$ cat src/rtl/pipelined_decode_unit_if.sv
// Shared decode types and the IF/ID -> ID/EX bundle interface of the pipelined decoder.
// The package carries the ALU encoding, opcodes and the registered ID/EX slot layout.
package pipelined_decode_pkg;

    typedef enum logic [3:0] {
        ALU_SLL  = 4'd0,
        ALU_SRL  = 4'd1,
        ALU_ADD  = 4'd2,
        ALU_SUB  = 4'd3,
        ALU_AND  = 4'd4,
        ALU_OR   = 4'd5,
        ALU_XOR  = 4'd6,
        ALU_NOR  = 4'd7,
        ALU_SLT  = 4'd8,
        ALU_SLTU = 4'd9
    } aluop_t;

    localparam logic [5:0] OP_RTYPE = 6'h00, OP_J     = 6'h02, OP_JAL   = 6'h03;
    localparam logic [5:0] OP_BEQ   = 6'h04, OP_BNE   = 6'h05, OP_ADDI  = 6'h08;
    localparam logic [5:0] OP_ADDIU = 6'h09, OP_SLTI  = 6'h0A, OP_SLTIU = 6'h0B;
    localparam logic [5:0] OP_ANDI  = 6'h0C, OP_ORI   = 6'h0D, OP_XORI  = 6'h0E;
    localparam logic [5:0] OP_LUI   = 6'h0F, OP_LW    = 6'h23, OP_LBU   = 6'h24;
    localparam logic [5:0] OP_LHU   = 6'h25, OP_SB    = 6'h28, OP_SH    = 6'h29;
    localparam logic [5:0] OP_SW    = 6'h2B, OP_LL    = 6'h30, OP_SC    = 6'h38;
    localparam logic [5:0] OP_HALT  = 6'h3F;

    localparam logic [5:0] F_SLL = 6'h00, F_SRL = 6'h02, F_JR  = 6'h08, F_ADD  = 6'h20;
    localparam logic [5:0] F_ADDU = 6'h21, F_SUB = 6'h22, F_SUBU = 6'h23, F_AND = 6'h24;
    localparam logic [5:0] F_OR  = 6'h25, F_XOR = 6'h26, F_NOR = 6'h27, F_SLT  = 6'h2A;
    localparam logic [5:0] F_SLTU = 6'h2B;

    typedef struct packed {
        logic        valid;
        logic        reg_write;
        logic        memto_reg;
        logic        alu_src;
        logic        wdata_src;
        logic        branch;
        logic        branch_sel;
        logic        datomic;
        logic        dren;
        logic        dwen;
        logic [1:0]  pc_sel;
        aluop_t      alu_op;
        logic [4:0]  rsel1;
        logic [4:0]  rsel2;
        logic [4:0]  wsel;
        logic [31:0] imm;
        logic [1:0]  memsize;
        logic [31:0] npc;
    } idex_t;

    function automatic idex_t bubble_f();
        idex_t b;
        b        = '0;
        b.pc_sel = 2'b11;
        return b;
    endfunction

endpackage

interface pipelined_decode_unit_if #(parameter int ILL_CNT_W = 8);
    logic [31:0]                     instr;
    logic                            instr_valid;
    logic [31:0]                     npc;
    logic                            stall;
    logic                            flush;
    logic [4:0]                      id_rsel1;
    logic [4:0]                      id_rsel2;
    logic                            accept;
    logic                            ex_valid;
    logic                            ex_regWrite;
    logic                            ex_memtoReg;
    logic                            ex_aluSrc;
    logic                            ex_wdataSrc;
    logic                            ex_branch;
    logic                            ex_branchSel;
    logic                            ex_datomic;
    logic                            ex_dREN;
    logic                            ex_dWEN;
    logic [1:0]                      ex_PCSel;
    pipelined_decode_pkg::aluop_t    ex_ALUop;
    logic [4:0]                      ex_rsel1;
    logic [4:0]                      ex_rsel2;
    logic [4:0]                      ex_wsel;
    logic [31:0]                     ex_immediate;
    logic [1:0]                      ex_memsize;
    logic [31:0]                     ex_npc;
    logic                            halt;
    logic                            illegal;
    logic [ILL_CNT_W-1:0]            illegal_count;

    modport master (
        output instr, instr_valid, npc, stall, flush,
        input  id_rsel1, id_rsel2, accept, ex_valid, ex_regWrite, ex_memtoReg, ex_aluSrc,
               ex_wdataSrc, ex_branch, ex_branchSel, ex_datomic, ex_dREN, ex_dWEN, ex_PCSel,
               ex_ALUop, ex_rsel1, ex_rsel2, ex_wsel, ex_immediate, ex_memsize, ex_npc,
               halt, illegal, illegal_count
    );

    modport slave (
        input  instr, instr_valid, npc, stall, flush,
        output id_rsel1, id_rsel2, accept, ex_valid, ex_regWrite, ex_memtoReg, ex_aluSrc,
               ex_wdataSrc, ex_branch, ex_branchSel, ex_datomic, ex_dREN, ex_dWEN, ex_PCSel,
               ex_ALUop, ex_rsel1, ex_rsel2, ex_wsel, ex_immediate, ex_memsize, ex_npc,
               halt, illegal, illegal_count
    );
endinterface

$ cat src/rtl/pipelined_decode_unit.sv
// Pipelined MIPS decoder: combinational opcode/funct decode into a registered ID/EX bundle
// with stall/flush handling, sticky halt and saturating illegal-instruction accounting.
module pipelined_decode_unit
    import pipelined_decode_pkg::*;
#(
    parameter bit SUBWORD_EN = 1'b1,
    parameter int ILL_CNT_W  = 8
) (
    input logic                     CLK,
    input logic                     nRST,
    pipelined_decode_unit_if.slave  bus
);

    logic [5:0]           opcode_s;
    logic [5:0]           funct_s;
    logic [4:0]           rs_s, rt_s, rd_s, shamt_s;
    logic [15:0]          imm_s;
    logic                 ill_s;
    logic                 halt_op_s;
    logic                 accept_s;
    idex_t                dec_s;
    idex_t                idex_r;
    logic                 halt_r;
    logic                 ill_r;
    logic [ILL_CNT_W-1:0] ill_cnt_r;

    assign opcode_s = bus.instr[31:26];
    assign rs_s     = bus.instr[25:21];
    assign rt_s     = bus.instr[20:16];
    assign rd_s     = bus.instr[15:11];
    assign shamt_s  = bus.instr[10:6];
    assign funct_s  = bus.instr[5:0];
    assign imm_s    = bus.instr[15:0];
    assign accept_s = bus.instr_valid & ~bus.stall & ~halt_r;

    // Decode the IF/ID instruction into the next ID/EX bundle.
    always_comb begin
        dec_s        = '0;
        dec_s.valid  = 1'b1;
        dec_s.pc_sel = 2'b11;
        dec_s.alu_op = ALU_ADD;
        dec_s.rsel1  = rs_s;
        dec_s.rsel2  = rt_s;
        dec_s.imm    = {{16{imm_s[15]}}, imm_s};
        dec_s.npc    = bus.npc;
        ill_s        = 1'b0;
        halt_op_s    = 1'b0;
        case (opcode_s)
            OP_RTYPE: begin
                dec_s.wsel      = rd_s;
                dec_s.reg_write = 1'b1;
                dec_s.imm       = 32'h0000_0000;
                case (funct_s)
                    F_SLL:          begin dec_s.alu_op = ALU_SLL; dec_s.alu_src = 1'b1; dec_s.imm = {27'd0, shamt_s}; end
                    F_SRL:          begin dec_s.alu_op = ALU_SRL; dec_s.alu_src = 1'b1; dec_s.imm = {27'd0, shamt_s}; end
                    F_JR:           begin dec_s.reg_write = 1'b0; dec_s.wsel = 5'd0; dec_s.pc_sel = 2'b10; end
                    F_ADD, F_ADDU:  dec_s.alu_op = ALU_ADD;
                    F_SUB, F_SUBU:  dec_s.alu_op = ALU_SUB;
                    F_AND:          dec_s.alu_op = ALU_AND;
                    F_OR:           dec_s.alu_op = ALU_OR;
                    F_XOR:          dec_s.alu_op = ALU_XOR;
                    F_NOR:          dec_s.alu_op = ALU_NOR;
                    F_SLT:          dec_s.alu_op = ALU_SLT;
                    F_SLTU:         dec_s.alu_op = ALU_SLTU;
                    default:        ill_s = 1'b1;
                endcase
            end
            OP_J, OP_JAL: begin
                // Jump target bits are not register fields; keep the hazard unit quiet.
                dec_s.rsel1  = 5'd0;
                dec_s.rsel2  = 5'd0;
                dec_s.pc_sel = 2'b00;
                dec_s.imm    = {6'd0, bus.instr[25:0]};
                if (opcode_s == OP_JAL) begin
                    dec_s.wsel      = 5'd31;
                    dec_s.wdata_src = 1'b1;
                    dec_s.reg_write = 1'b1;
                end else begin
                    dec_s.wsel      = 5'd0;
                end
            end
            OP_BEQ, OP_BNE: begin
                dec_s.branch     = 1'b1;
                dec_s.branch_sel = (opcode_s == OP_BNE);
                dec_s.pc_sel     = 2'b01;
                dec_s.alu_op     = ALU_SUB;
            end
            OP_ADDI, OP_ADDIU, OP_SLTI, OP_SLTIU, OP_ANDI, OP_ORI, OP_XORI, OP_LUI: begin
                dec_s.wsel      = rt_s;
                dec_s.reg_write = 1'b1;
                dec_s.alu_src   = 1'b1;
                case (opcode_s)
                    OP_SLTI:  dec_s.alu_op = ALU_SLT;
                    OP_SLTIU: dec_s.alu_op = ALU_SLTU;
                    OP_ANDI:  begin dec_s.alu_op = ALU_AND; dec_s.imm = {16'h0000, imm_s}; end
                    OP_ORI:   begin dec_s.alu_op = ALU_OR;  dec_s.imm = {16'h0000, imm_s}; end
                    OP_XORI:  begin dec_s.alu_op = ALU_XOR; dec_s.imm = {16'h0000, imm_s}; end
                    OP_LUI:   begin dec_s.rsel1 = 5'd0; dec_s.imm = {imm_s, 16'h0000}; end
                    default:  dec_s.alu_op = ALU_ADD;
                endcase
            end
            OP_LW, OP_LL, OP_LBU, OP_LHU: begin
                dec_s.wsel      = rt_s;
                dec_s.reg_write = 1'b1;
                dec_s.memto_reg = 1'b1;
                dec_s.alu_src   = 1'b1;
                dec_s.dren      = 1'b1;
                dec_s.datomic   = (opcode_s == OP_LL);
                if (opcode_s == OP_LBU || opcode_s == OP_LHU) begin
                    dec_s.memsize = (opcode_s == OP_LBU) ? 2'b10 : 2'b01;
                    ill_s         = ~SUBWORD_EN;
                end else begin
                    dec_s.memsize = 2'b00;
                end
            end
            OP_SW, OP_SB, OP_SH: begin
                dec_s.alu_src = 1'b1;
                dec_s.dwen    = 1'b1;
                if (opcode_s != OP_SW) begin
                    dec_s.memsize = (opcode_s == OP_SB) ? 2'b10 : 2'b01;
                    ill_s         = ~SUBWORD_EN;
                end else begin
                    dec_s.memsize = 2'b00;
                end
            end
            OP_SC: begin
                // SC writes its success flag back to rt through the memory return path.
                dec_s.wsel      = rt_s;
                dec_s.reg_write = 1'b1;
                dec_s.memto_reg = 1'b1;
                dec_s.alu_src   = 1'b1;
                dec_s.dwen      = 1'b1;
                dec_s.datomic   = 1'b1;
            end
            OP_HALT:  halt_op_s = 1'b1;
            default:  ill_s     = 1'b1;
        endcase
        if (ill_s) begin
            dec_s       = bubble_f();
            dec_s.valid = 1'b1;
            dec_s.npc   = bus.npc;
        end else begin
            dec_s.reg_write = dec_s.reg_write & (dec_s.wsel != 5'd0);
        end
    end

    // ID/EX slot: flush beats stall beats accept; anything else is a bubble.
    always_ff @(posedge CLK or negedge nRST) begin
        if (!nRST) begin
            idex_r <= bubble_f();
        end else if (bus.flush) begin
            idex_r <= bubble_f();
        end else if (bus.stall) begin
            idex_r <= idex_r;
        end else if (accept_s) begin
            idex_r <= dec_s;
        end else begin
            idex_r <= bubble_f();
        end
    end

    // Sticky halt/illegal flags and the saturating illegal counter, moved only by accepts.
    always_ff @(posedge CLK or negedge nRST) begin
        if (!nRST) begin
            halt_r    <= 1'b0;
            ill_r     <= 1'b0;
            ill_cnt_r <= '0;
        end else begin
            if (accept_s && halt_op_s) begin
                halt_r <= 1'b1;
            end
            if (accept_s && ill_s) begin
                ill_r <= 1'b1;
                if (ill_cnt_r != {ILL_CNT_W{1'b1}}) begin
                    ill_cnt_r <= ill_cnt_r + {{(ILL_CNT_W-1){1'b0}}, 1'b1};
                end
            end
        end
    end

    assign bus.id_rsel1      = dec_s.rsel1;
    assign bus.id_rsel2      = dec_s.rsel2;
    assign bus.accept        = accept_s;
    assign bus.ex_valid      = idex_r.valid;
    assign bus.ex_regWrite   = idex_r.reg_write;
    assign bus.ex_memtoReg   = idex_r.memto_reg;
    assign bus.ex_aluSrc     = idex_r.alu_src;
    assign bus.ex_wdataSrc   = idex_r.wdata_src;
    assign bus.ex_branch     = idex_r.branch;
    assign bus.ex_branchSel  = idex_r.branch_sel;
    assign bus.ex_datomic    = idex_r.datomic;
    assign bus.ex_dREN       = idex_r.dren;
    assign bus.ex_dWEN       = idex_r.dwen;
    assign bus.ex_PCSel      = idex_r.pc_sel;
    assign bus.ex_ALUop      = idex_r.alu_op;
    assign bus.ex_rsel1      = idex_r.rsel1;
    assign bus.ex_rsel2      = idex_r.rsel2;
    assign bus.ex_wsel       = idex_r.wsel;
    assign bus.ex_immediate  = idex_r.imm;
    assign bus.ex_memsize    = idex_r.memsize;
    assign bus.ex_npc        = idex_r.npc;
    assign bus.halt          = halt_r;
    assign bus.illegal       = ill_r;
    assign bus.illegal_count = ill_cnt_r;

endmodule

$ cat src/flat_wrapper.sv
// flat-port wrapper written by rule: the top's interface ports become plain ports
module pipelined_decode_unit_flat import pipelined_decode_pkg::*;
#(
    parameter bit SUBWORD_EN = 1'b1,
    parameter int ILL_CNT_W  = 8
)
  (CLK, nRST, bus_instr, bus_instr_valid, bus_npc, bus_stall, bus_flush, bus_id_rsel1, bus_id_rsel2, bus_accept, bus_ex_valid, bus_ex_regWrite, bus_ex_memtoReg, bus_ex_aluSrc, bus_ex_wdataSrc, bus_ex_branch, bus_ex_branchSel, bus_ex_datomic, bus_ex_dREN, bus_ex_dWEN, bus_ex_PCSel, bus_ex_ALUop, bus_ex_rsel1, bus_ex_rsel2, bus_ex_wsel, bus_ex_immediate, bus_ex_memsize, bus_ex_npc, bus_halt, bus_illegal, bus_illegal_count);
  pipelined_decode_unit_if #(.ILL_CNT_W(ILL_CNT_W)) bus_i ();
  input logic CLK;
  input logic nRST;
  input wire logic [$bits(bus_i.instr)-1:0] bus_instr;
  input wire logic [$bits(bus_i.instr_valid)-1:0] bus_instr_valid;
  input wire logic [$bits(bus_i.npc)-1:0] bus_npc;
  input wire logic [$bits(bus_i.stall)-1:0] bus_stall;
  input wire logic [$bits(bus_i.flush)-1:0] bus_flush;
  output wire logic [$bits(bus_i.id_rsel1)-1:0] bus_id_rsel1;
  output wire logic [$bits(bus_i.id_rsel2)-1:0] bus_id_rsel2;
  output wire logic [$bits(bus_i.accept)-1:0] bus_accept;
  output wire logic [$bits(bus_i.ex_valid)-1:0] bus_ex_valid;
  output wire logic [$bits(bus_i.ex_regWrite)-1:0] bus_ex_regWrite;
  output wire logic [$bits(bus_i.ex_memtoReg)-1:0] bus_ex_memtoReg;
  output wire logic [$bits(bus_i.ex_aluSrc)-1:0] bus_ex_aluSrc;
  output wire logic [$bits(bus_i.ex_wdataSrc)-1:0] bus_ex_wdataSrc;
  output wire logic [$bits(bus_i.ex_branch)-1:0] bus_ex_branch;
  output wire logic [$bits(bus_i.ex_branchSel)-1:0] bus_ex_branchSel;
  output wire logic [$bits(bus_i.ex_datomic)-1:0] bus_ex_datomic;
  output wire logic [$bits(bus_i.ex_dREN)-1:0] bus_ex_dREN;
  output wire logic [$bits(bus_i.ex_dWEN)-1:0] bus_ex_dWEN;
  output wire logic [$bits(bus_i.ex_PCSel)-1:0] bus_ex_PCSel;
  output wire logic [$bits(bus_i.ex_ALUop)-1:0] bus_ex_ALUop;
  output wire logic [$bits(bus_i.ex_rsel1)-1:0] bus_ex_rsel1;
  output wire logic [$bits(bus_i.ex_rsel2)-1:0] bus_ex_rsel2;
  output wire logic [$bits(bus_i.ex_wsel)-1:0] bus_ex_wsel;
  output wire logic [$bits(bus_i.ex_immediate)-1:0] bus_ex_immediate;
  output wire logic [$bits(bus_i.ex_memsize)-1:0] bus_ex_memsize;
  output wire logic [$bits(bus_i.ex_npc)-1:0] bus_ex_npc;
  output wire logic [$bits(bus_i.halt)-1:0] bus_halt;
  output wire logic [$bits(bus_i.illegal)-1:0] bus_illegal;
  output wire logic [$bits(bus_i.illegal_count)-1:0] bus_illegal_count;
  assign bus_i.instr = bus_instr;
  assign bus_i.instr_valid = bus_instr_valid;
  assign bus_i.npc = bus_npc;
  assign bus_i.stall = bus_stall;
  assign bus_i.flush = bus_flush;
  assign bus_id_rsel1 = bus_i.id_rsel1;
  assign bus_id_rsel2 = bus_i.id_rsel2;
  assign bus_accept = bus_i.accept;
  assign bus_ex_valid = bus_i.ex_valid;
  assign bus_ex_regWrite = bus_i.ex_regWrite;
  assign bus_ex_memtoReg = bus_i.ex_memtoReg;
  assign bus_ex_aluSrc = bus_i.ex_aluSrc;
  assign bus_ex_wdataSrc = bus_i.ex_wdataSrc;
  assign bus_ex_branch = bus_i.ex_branch;
  assign bus_ex_branchSel = bus_i.ex_branchSel;
  assign bus_ex_datomic = bus_i.ex_datomic;
  assign bus_ex_dREN = bus_i.ex_dREN;
  assign bus_ex_dWEN = bus_i.ex_dWEN;
  assign bus_ex_PCSel = bus_i.ex_PCSel;
  assign bus_ex_ALUop = bus_i.ex_ALUop;
  assign bus_ex_rsel1 = bus_i.ex_rsel1;
  assign bus_ex_rsel2 = bus_i.ex_rsel2;
  assign bus_ex_wsel = bus_i.ex_wsel;
  assign bus_ex_immediate = bus_i.ex_immediate;
  assign bus_ex_memsize = bus_i.ex_memsize;
  assign bus_ex_npc = bus_i.ex_npc;
  assign bus_halt = bus_i.halt;
  assign bus_illegal = bus_i.illegal;
  assign bus_illegal_count = bus_i.illegal_count;
  pipelined_decode_unit #(.SUBWORD_EN(SUBWORD_EN), .ILL_CNT_W(ILL_CNT_W)) u_core (.CLK(CLK), .nRST(nRST), .bus(bus_i));
endmodule
$ cat config.mk
export PLATFORM = sky130hd
export DESIGN_NAME = pipelined_decode_unit_flat
export DESIGN_NICKNAME = d
export VERILOG_FILES = /design/src/rtl/pipelined_decode_unit_if.sv /design/src/rtl/pipelined_decode_unit.sv /design/src/flat_wrapper.sv
export SDC_FILE = /design/constraint.sdc
export NUM_CORES = 1
export LEC_CHECK = 0
export ABC_AREA = 1
export CORE_ASPECT_RATIO = 0.75
export CORE_MARGIN = 5
export CORE_UTILIZATION = 30
export DETAILED_ROUTE_END_ITERATION = 10
export DONT_BUFFER_PORTS = 1
export PLACE_DENSITY = 0.53
export SYNTH_ARGS = -nofsm -noshare
export SYNTH_HDL_FRONTEND = slang
export SYNTH_SLANG_ARGS = --single-unit
$ cat constraint.sdc
create_clock -name CLK -period 2.3 [get_ports CLK]
set_clock_uncertainty 0.2 [all_clocks]
set_input_delay 0.23 -clock CLK [delete_from_list [all_inputs] [get_ports CLK]]
set_output_delay 0.23 -clock CLK [all_outputs]
set_load 0.02 [all_outputs]
==> impl_metrics.csv <==
group,metric,value,unit
route,met1_length,8110,µm
timing,slew_violations,0,
timing,rsz0062_at_grt,"no",
logic_synthesis,synthFlopType,"dfrtp_1",
pwr,power_density,588,nW/µm²
pwr,peakVddDrop,0.302,mV
layout,multi_input_area,2070,µm²
global_route,grt_max_degree,108,
route,drt_pre_antenna_iters,5,
floorplan,fp-row-count,41,
logic_synthesis,netlist_instances,576,
logic_synthesis,async_flop_share,1.00,
global_route,grt_pass1_wl,26900,µm
logic_synthesis,synth_edf_count,0,
logic_synthesis,synth_top_area_frac,0.522,
route,wl,17300,µm
layout,antenna_cells,0,
clock_tree,clock_latency,350,ps
logic_synthesis,synth_seq_cells,107,
logic_synthesis,syn_avg_cell_area,8.74,µm²
route,postRouteAntennaNets,0,
layout,area_growth,24.9,%
critical_path,crit_type,"primary input to output pin",
critical_path,cp_slowest_stage_delay,200,ps
timing,finalHoldViolCount,107,
logic_synthesis,syn-num-nets,646,
timing,clock.fmax,490,MHz
layout,fillers,1657,
logic_synthesis,ys_types,39,
floorplan,core,16700,µm²
timing,finalCriticalPeriod,2040,ps
route,routedWlPerCell,20.0,µm
critical_path,worstPathRequired,1870,ps
critical_path,worstPathCellList,"inv_1 > nand2_1 > nor3_1 > nand2_1 > nand2_2 > nor2_2 > nand2_2 > nand2_4 > inv_2 > nand3_1 > inv_1",
global_route,grt_overflow,0,
clock_tree,hold_buffers,65,
pwr,p_leak,3.14,nW
logic_synthesis,yosysWarnings,0,
layout,register_area,2680,µm²
route,drt-vias-per-instance,5.14,
global_route,grt_usage,0.178,
status,violations,"negative hold slack",
clock_tree,clkTransAtPathRegs,70,ps
layout,design_area,6290,µm²
route,dr.max_layer_used,"met4",
clock_tree,htreeDepth,3,
clock_tree,clock-root-buffer,"clkbuf_16",
timing,slew-limit-headroom,0.682,
timing,tightestPinTransition,473,ps
floorplan,die_h,122,µm
route,wl_met3,1870,µm
logic_synthesis,yosysMostFrequentCell,"nand2_1",
place,place.gp.congestion,0.909,
logic_synthesis,synth_area,5040,µm²
critical_path,arrival,1610,ps
global_route,antenna_found_initial,0,
logic_synthesis,ys_top_cells_by_count,"nand2_1, dfrtp_1, nand3_1, nor2_1, inv_1",
layout,drive_gt1_frac,0.101,
route,vias,4462,
clock_tree,clk_path_buf_depth,2,
route,drt-initial-drc-count,405,
floorplan,io_pins,187,
place,port_buffers,0,
floorplan,initial_core_util,0.302,
global_route,grt_pass1_vias,4464,
critical_path,cp_max_fo,10,
clock_tree,clock_sinks,107,
critical_path,cp_slowest_cell,"inv_1",
timing,tns,0,ps
timing,setup_viol,0,
clock_tree,numCtsBuffers,9,
critical_path,cp-start-kind,"primary input",
critical_path,cp-end-kind,"output pin",
layout,nNetsFinal,718,
status,status,"complete, but fails checks",
logic_synthesis,ys_top_cells_by_area,"dfrtp_1, nand2_1, a22o_1, nand3_1, o21ai_0",
logic_synthesis,seq_area_frac_synth,0.532,
timing,hold_ws,-628,ps
place,hpwlAfterDp,12600,µm
floorplan,dieArea,19500,µm²
hold_path,hold_class,"primary input to async pin",
flow_run,cap_viol_max_count,0,
clock_tree,cts_tree,"built",
route,drc,0,
timing,finalCritPeriodShare,0.887,
route,wl_met2,7170,µm
floorplan,dieWidth,160,µm
logic_synthesis,synth_area_leader_cell,"dfrtp_1",
place,post_dp_cell_area,5360,µm²
sequential cells by signal, indices dropped and copies added (netlist names), 2 cells and up:
signal,count
u_core.bus.ex_wsel,5
u_core.bus.illegal_count,8
u_core.bus.ex_memsize,2
u_core.bus.ex_immediate,32
u_core.bus.ex_PCSel,2
u_core.bus.ex_rsel1,5
u_core.bus.ex_ALUop,4
u_core.bus.ex_rsel2,5
u_core.bus.ex_npc,32
cell usage in the layout, fill, tap and decap left out, types with 4 or more instances in the layout:
master         Yosys  routed
a211oi_1           9       9
inv_2              8       8
dlygate4sd3_1      0      65
nand2_1          144     144
dfrtp_1          105     105
clkbuf_16          0       9
o21ai_1           17      17
o21ai_0           32      32
xnor2_1            4       4
a21oi_1           13      13
nor2_2             7       8
a22oi_1            5       5
buf_4              0      17
nand2_2            4       4
a22o_1            39      39
inv_1             40      40
nand3_1           57      57
nor2_4             3       4
nor2_1            41      39
logic make-up (layout without fill, tap and decap cells):
family                   count (synthesis)  after routing  synth area share
AND/OR/NAND/NOR                        269            269             0.236
buffers and inverters                   72            149            0.0589
flip-flops                             107            107             0.532
AO/OA/AOI/OAI                          122            122             0.162
XOR/XNOR                                 5              5           0.00870
adder cells (fa/ha/maj)                  1              1           0.00248
routing by layer:
metal	global-route usage	vias up
met3	0.0788	15
li1	-	2082
met1	0.250	2171
met2	0.253	194
met4	0.0385	0
met5	0	-
where the power goes:
group / total, W / switching, W / internal (W)
clock: 0.00149 / 0.000721 / 0.000773
combinational: 0.000326 / 0.000200 / 0.000126
sequential: 0.00188 / 0 / 0.00188
final timing paths:
check	from	to	slack (ps)	cells past startpoint
max	bus_instr[2]	bus_id_rsel2[4]	260	11
min	nRST	u_core.bus.ex_rsel1[0]$_DFFE_PN0P_	-630	0
max reg2reg	u_core.bus.halt$_DFFE_PN0P_	u_core.bus.ex_immediate[18]$_DFFE_PN0P_	400	7
min reg2reg	u_core.bus.halt$_DFFE_PN0P_	u_core.bus.halt$_DFFE_PN0P_	300	2
max in group asynchronous	nRST	u_core.bus.ex_PCSel[0]$_DFFE_PN1P_	2290	0
min in group CLK	bus_instr[14]	u_core.bus.ex_immediate[30]$_DFFE_PN0P_	10	4
metrics by stage:
step                instances  hold WS, ps  total power, W  utilization  worst slack [ps]
floorplan                 576         -266         0.00208            -               458
detailed placement        787         -263         0.00213        0.321               211
CTS                       868         -651         0.00375        0.377               263
finish                    868         -628         0.00370        0.377               261
global route              868         -647         0.00385        0.377               136
global placement          787         -263         0.00213        0.321               245
critical path: cells and delay by family:
kind	cells	cell delay (ps)
buffers and inverters	3	470
AND/OR/NAND/NOR	8	890
what timing repair did:
action / CTS / global route
setup endpoints to repair: 0 / 0
gates resized for setup: 0 / 0
setup buffers: 0 / 0
hold endpoints to repair: 186 / 107
layout make-up:
type	count	share of cell area
clock buffer	10	0.0380
clock inverter	6	0.00736
inverter	50	0.0300
multi-input combinational	397	0.329
sequential	107	0.426
tap	215	0.0428
timing repair buffer	83	0.127
Note: power is estimated with default switching activity, not from simulation.
